<file path="src/rtl/regarb_pkg.sv">
// Shared defaults and constants for the register-file write arbiter.
package regarb_pkg;

    localparam int unsigned NREQ_DEF   = 3;
    localparam int unsigned DATA_W_DEF = 64;
    localparam int unsigned ADDR_W_DEF = 5;
    localparam int unsigned ZERO_REG   = 31;

    function automatic int unsigned ptr_width(input int unsigned n);
        return (n > 1) ? $clog2(n) : 1;
    endfunction

    localparam int unsigned PTR_W = ptr_width(NREQ_DEF);

endpackage

</file>
<file path="src/rtl/rr_select.sv">
// Picks the first requester at or above ptr (wrapping modulo NREQ); one-hot or zero result.
module rr_select
    import regarb_pkg::*;
#(
    parameter int unsigned NREQ    = NREQ_DEF,
    parameter int unsigned PTR_W_P = ptr_width(NREQ)
) (
    input  logic [NREQ-1:0]    req,
    input  logic [PTR_W_P-1:0] ptr,
    output logic [NREQ-1:0]    grant_c
);

    always_comb begin : sel
        logic        found;
        int unsigned idx;
        grant_c = '0;
        found   = 1'b0;
        idx     = 0;
        for (int unsigned k = 0; k < NREQ; k++) begin
            idx = (32'(ptr) + k) % NREQ;
            for (int unsigned i = 0; i < NREQ; i++) begin
                if (!found && (i == idx) && req[i]) begin
                    grant_c[i] = 1'b1;
                    found      = 1'b1;
                end
            end
        end
    end

endmodule

</file>
<file path="src/rtl/regfile_write_arbiter.sv">
// Arbitrates NREQ writers onto one register-file write port with one-cycle registered write.
// Define WRARB_RR_EN for round-robin; otherwise fixed priority (lowest index wins).
module regfile_write_arbiter
    import regarb_pkg::*;
#(
    parameter int unsigned NREQ   = NREQ_DEF,
    parameter int unsigned DATA_W = DATA_W_DEF,
    parameter int unsigned ADDR_W = ADDR_W_DEF
) (
    input  logic                   clk,
    input  logic                   reset,
    input  logic [NREQ-1:0]        req,
    input  logic [NREQ*ADDR_W-1:0] req_addr,
    input  logic [NREQ*DATA_W-1:0] req_data,
    input  logic                   block,
    output logic [NREQ-1:0]        grant,
    output logic                   wr_en,
    output logic [ADDR_W-1:0]      wr_addr,
    output logic [DATA_W-1:0]      wr_data
);

    localparam int unsigned PW = ptr_width(NREQ);

    logic [NREQ-1:0]   req_eff_c;
    logic [PW-1:0]     ptr_c;
    logic              wr_en_q,   wr_en_d;
    logic [ADDR_W-1:0] wr_addr_q, wr_addr_d;
    logic [DATA_W-1:0] wr_data_q, wr_data_d;

    // Nothing is granted while blocked or held in reset.
    assign req_eff_c = (block || !reset) ? '0 : req;

`ifdef WRARB_RR_EN
    logic [PW-1:0] ptr_q, ptr_d;
    assign ptr_c = ptr_q;
`else
    assign ptr_c = '0;
`endif

    rr_select #(
        .NREQ    (NREQ),
        .PTR_W_P (PW)
    ) u_rr_select (
        .req     (req_eff_c),
        .ptr     (ptr_c),
        .grant_c (grant)
    );

    // Capture the granted requester's payload; zero-register writes are consumed but not enabled.
    always_comb begin
        wr_en_d   = 1'b0;
        wr_addr_d = wr_addr_q;
        wr_data_d = wr_data_q;
`ifdef WRARB_RR_EN
        ptr_d     = ptr_q;
`endif
        for (int unsigned i = 0; i < NREQ; i++) begin
            if (grant[i]) begin
                wr_addr_d = req_addr[i*ADDR_W +: ADDR_W];
                wr_data_d = req_data[i*DATA_W +: DATA_W];
                wr_en_d   = (req_addr[i*ADDR_W +: ADDR_W] != ADDR_W'(ZERO_REG));
`ifdef WRARB_RR_EN
                ptr_d     = (i == NREQ - 1) ? '0 : PW'(i + 1);
`endif
            end
        end
    end

    always_ff @(posedge clk or negedge reset) begin
        if (!reset) begin
            wr_en_q   <= 1'b0;
            wr_addr_q <= '0;
            wr_data_q <= '0;
`ifdef WRARB_RR_EN
            ptr_q     <= '0;
`endif
        end else begin
            wr_en_q   <= wr_en_d;
            wr_addr_q <= wr_addr_d;
            wr_data_q <= wr_data_d;
`ifdef WRARB_RR_EN
            ptr_q     <= ptr_d;
`endif
        end
    end

    assign wr_en   = wr_en_q;
    assign wr_addr = wr_addr_q;
    assign wr_data = wr_data_q;

endmodule
</file>
<file path="config.mk">
export PLATFORM = sky130hd
export DESIGN_NAME = regfile_write_arbiter
export DESIGN_NICKNAME = d
export VERILOG_FILES = /design/src/rtl/regarb_pkg.sv /design/src/rtl/rr_select.sv /design/src/rtl/regfile_write_arbiter.sv
export SDC_FILE = /design/constraint.sdc
export NUM_CORES = 1
export LEC_CHECK = 0
export ABC_AREA = 1
export ABC_CLOCK_PERIOD_IN_PS = 1270
export CAP_MARGIN = 20
export CORE_ASPECT_RATIO = 1.2
export CORE_MARGIN = 1
export CORE_UTILIZATION = 37
export CTS_CLUSTER_DIAMETER = 60
export DETAILED_ROUTE_END_ITERATION = 10
export PLACE_DENSITY_LB_ADDON = 0.25
export SETUP_SLACK_MARGIN = 0.1
export SLEW_MARGIN = 20
export SYNTH_ARGS = -nofsm -noshare
export SYNTH_HDL_FRONTEND = slang
export SYNTH_SLANG_ARGS = --single-unit
</file>
<file path="constraint.sdc">
create_clock -name clk -period 1.27 [get_ports clk]
set_input_delay 0.254 -clock clk [delete_from_list [all_inputs] [get_ports clk]]
set_output_delay 0.254 -clock clk [all_outputs]
set_load 0.005 [all_outputs]
</file>
After elaboration in Yosys (flattened, before gate mapping)
Cells that the tools add are included.
{"block": "word_totals", "reg_bits": 70, "output_inout_bits": 73, "elab_cells": 27}
{"block": "op_classes", "eq_ne": 3, "muxes": 14, "n_reduce_logical": 7}
{"operator": "$mux 64", "n": 3}
{"operator": "$mux 5", "n": 3}
{"operator": "$ne 5x5->1 const B", "n": 3}
{"operator": "$mux 1", "n": 7}
{"operator": "$logic_not 1->1", "n": 3}
{"operator": "$mux 3", "n": 1}
{"operator": "$reduce_bool 3->1", "n": 1}
{"operator": "$logic_and 1x1->1", "n": 2}
{"operator": "$logic_or 1x1->1", "n": 1}

Depth between registers and ports, before layout
{"block": "depth", "ltp_word": 11, "ltp_mapped": 9, "ltp_nobuf": 7}

Cells and area by module
From an unflattened synthesis, not the netlist that was laid out.
{"block": "unflattened", "cells_unflattened": 585, "area_unflattened_um2": 4211.5}
{"module": "regfile_write_arbiter", "n_inst": 1, "cells_per_inst": 551, "area_per_inst_um2": 4045.1, "seq_area_each_um2": 1751.7}
{"module": "rr_select", "n_inst": 1, "cells_per_inst": 34, "area_per_inst_um2": 166.4, "seq_area_each_um2": 0.0}

Worst setup path after synthesis
OpenSTA, ideal clock, no wires.
{"block": "synth_path", "kind": "input port to output port", "start": "input port reset", "end": "output port grant[2]", "arrival_ps": 955, "t_required_ps": 1016, "slack_ps": 61, "stages": 6, "path_cell_list": "inv_1 nor2_4 buf_6 nand4_4 inv_2 buf_6"}
{"block": "synth_via", "elab_chain_cells": 10}
{"item": "start, declared", "line_no": "regfile_write_arbiter.sv:11", "source": "input logic reset,"}
{"item": "$logic_not 1->1 (no source line) *"}
{"item": "$logic_or 1x1->1 *", "line_no": "regfile_write_arbiter.sv:31", "source": "assign req_eff_c = (block || !reset) ? '0 : req;"}
{"item": "$mux 3 *", "line_no": "regfile_write_arbiter.sv:31"}
{"item": "$mux 1", "line_no": "rr_select.sv:22", "source": "if (!found && (i == idx) && req[i]) begin"}
{"item": "$logic_not 1->1"}
{"item": "$logic_and 1x1->1", "line_no": "rr_select.sv:22"}
{"item": "$mux 1", "line_no": "rr_select.sv:22"}
{"item": "$logic_not 1->1", "line_no": "rr_select.sv:22"}
{"item": "$logic_and 1x1->1 *", "line_no": "rr_select.sv:22"}
{"item": "$mux 1 *", "line_no": "rr_select.sv:22"}
{"item": "end, declared", "line_no": "regfile_write_arbiter.sv:16", "source": "output logic [NREQ-1:0] grant,"}
Mark *: on every way between the ends. The rest lies on a longest branch, timed or not.

Worst setup path in the final report
{"block": "layout_path", "start": "input port reset", "end": "output port grant[1]"}
{"block": "layout_via", "elab_chain_cells": 7}
{"item": "$logic_not 1->1 (no source line) *"}
{"item": "$logic_or 1x1->1 *", "line_no": "regfile_write_arbiter.sv:31"}
{"item": "$mux 3 *", "line_no": "regfile_write_arbiter.sv:31"}
{"item": "$mux 1", "line_no": "rr_select.sv:22"}
{"item": "$logic_not 1->1"}
{"item": "$logic_and 1x1->1 *", "line_no": "rr_select.sv:22"}
{"item": "$mux 1 *", "line_no": "rr_select.sv:22"}
Marked as above.

==> results_dict.tcl <==
set metrics [dict create \
    status "finished, final reports clean" \
    worstPathArrival_ps 1010 \
    yosysTopAreaCell "dfrtp_1" \
    rows 43 \
    timing.final.crit_period_ps 1270 \
    cts_root_buf "clkbuf_16" \
    ioPinCount 286 \
    nets 1187 \
    layout-drive-gt1-share 0.184 \
    slowest_delay_ps 140 \
    cp-start-kind "input port" \
    fp.dieH_microns 122 \
    synthDistinctLibCells 21 \
    place_area_sq_um 7500 \
    cts_sinks 70 \
    overflow 0 \
    layout_setup_ws_ps 4.20 \
    setup_violations 0 \
    reg2reg_slack_ps 440 \
    netlist_area_sq_um 4430 \
    drt-pass1-iter-count 5 \
    syn_nets 872 \
    worst_hold_slack_ps 173 \
    via_per_inst 5.07 \
    worstSetupPathType "input port to output pin" \
    synth_most_common_cell "nand2_1" \
    slew_violations 0 \
    cts_buffers 9 \
    dp_slack_ps -824 \
    period_share 0.997 \
    grt_pass1_vias 5492 \
    worstSkewPairLatency_ps 320 \
    track_usage 0.299 \
    cp_cell_sequence "buf_12 -> inv_8 -> nor2_4 -> buf_12 -> buf_6 -> nand3_4 -> inv_2 -> buf_6" \
    finalWirelength_microns 19400 \
    ff2ff_path_depth 4 \
    initialDrtViolationCount 185 \
    required_ps 1020 \
    dieArea_sq_um 12400 \
    grt_pass1_wl_microns 28100 \
    synth_cells 659 \
    maxCapViolCount 0 \
    synth_commonest_cells "242 x nand2_1, 70 x dfrtp_1, 70 x nand3_1, 66 x o21ai_0, 59 x inv_1" \
    syn_area_per_cell_sq_um 6.72 \
    async_flop_share 1.00 \
    vias 5750 \
    ys_seq_area_frac 0.396 \
    finalInstanceArea_sq_um 7960 \
    drt-wirelength-per-cell_microns 17.0 \
    grt_max_degree 71 \
    total_power_mw 7.52 \
    p_leak_nw 4.15 \
    r2r_start "wr_data[4]$_DFFE_PN0P_" \
    synthToLayoutAreaGrowth_pct 79.7 \
    hold_class "input port to asynchronous set/reset pin" \
    ir_drop_v 0.000631 \
    initial_core_util 0.381 \
    portBuffers 285 \
    final_hold_viol_count 0 \
    ant_nets 0 \
    synth_top_area_frac 0.396 \
    rsz0062_at_grt "true" \
    clockBufferDepth 2 \
    dpl.hpwl_microns 12900 \
    endpoint_kind "output pin" \
    crit_path_top_delay_cell "nor2_4" \
    synth_edf_count 0 \
    h-tree-depth 3 \
    num_antenna_cells 0 \
    yosys-top-cells-area "dfrtp_1 40%, nand2_1 21%, nand3_1 7.9%" \
    synth_seq_cells 70 \
    synth-main-ff-cell "dfrtp_1" \
    dp_cells 1083 \
    coreArea_sq_um 11600 \
    gp_routability_congestion 0.836 \
    cts_tree "built" \
    worst_pin_slew_ps 915 \
    p_per_area_nw_per_um2 945 \
    yosys_warnings 0 \
    final_cells 1135 \
    maxSlewHeadroom 0.390 \
    clk_pin_slew_ps 60 \
    fmax_mhz 790 \
    die_x_microns 102 \
    drc 0 \
    r2r-end "wr_data[4]$_DFFE_PN0P_" \
    hold_buffers 0 \
    skew_ps 0 \
    fin_tns_setup_ps 0 \
    crit_fanout 5 \
    antenna_found_initial 0 \
    fin_util 0.685 \
]
-- layout make-up --
cell class,instances,area (sq um)
Fill cell,1032,3660
Timing Repair Buffer,354,3280
Multi-Input combinational cell,477,2210
Sequential cell,70,1750
Clock buffer,14,264
Inverter,62,253
Tap cell,157,196
Clock inverter,1,5.00
-- sequential cells by signal (all words and copies together) (netlist names) --
register  flops
wr_en         1
wr_addr       5
wr_data      64
-- report_power, final --
part           switching [mW]  internal [mW]  total (mW)
Clock                   0.898           1.42        2.31
Sequential              0.186           2.59        2.77
Combinational            1.06           1.37        2.43
-- repair_timing --
action | in CTS | in global routing
setup buffers | 23 | 6
resized for setup | 301 | 44
endpoints found under the setup margin | 143 | 83
cloned | 1 | 7
pin swaps | 4 | 8
-- how the worst max path moves through the flow --
| stage | from | end | slack (ps) | depth (start not counted) |
|---|---|---|---|---|
| final | reset | grant[1] | 4 | 8 |
| after global routing | reset | grant[1] | -30 | 8 |
| after CTS | reset | grant[1] | 60 | 7 |
| after detailed placement | block | wr_data[47]$_DFFE_PN0P_ | -820 | 9 |
| after global placement | block | wr_addr[1]$_DFFE_PN0P_ | -750 | 9 |
| after floorplan | reset | grant[2] | 90 | 6 |
-- metal layers --
| layer | share of wire | track usage | vias to the layer above |
|---|---|---|---|
| met1 | 0.38 | 0.338 | 2661 |
| met3 | 0.079 | 0.0677 | 49 |
| met4 | 0.034 | 0.129 | 0 |
| met5 | 0 | 0 | - |
| met2 | 0.50 | 0.535 | 265 |
| li1 | - | - | 2775 |
-- worst max-delay path: cells and delay by family --
| family | cells | cell delay (ps) |
|---|---|---|
| buffers and inverters | 6 | 530 |
| AND/OR/NAND/NOR | 2 | 220 |
-- cells in the final DEF (no fill, tap or decap), types with 3 or more instances in the layout --
cell             Yosys  routed
nand4_1             55      55
nand2_2              0       4
clkbuf_1            16       3
nand3_2              0       3
buf_2               22      60
nor2_1              31      31
nand2_1            242     236
o21ai_0             66      53
buf_12               0       7
clkbuf_2             0      11
clkdlybuf4s50_1      0     207
nand3_1             70      67
buf_6                7      12
clkbuf_16            0      15
o21ai_1              4      16
dfrtp_1             70      70
buf_4                2      47
inv_1               59      56
-- logic make-up (layout without fill, tap and decap cells) --
logic type | Yosys count | after routing | synth area share
DFF | 70 | 70 | 0.396
and+or+nand+nor | 403 | 403 | 0.402
AOI/OAI and AO/OA | 74 | 74 | 0.0873
buffers and inverters | 112 | 431 | 0.115
No activity file was read; power rests on OpenSTA's default activity.
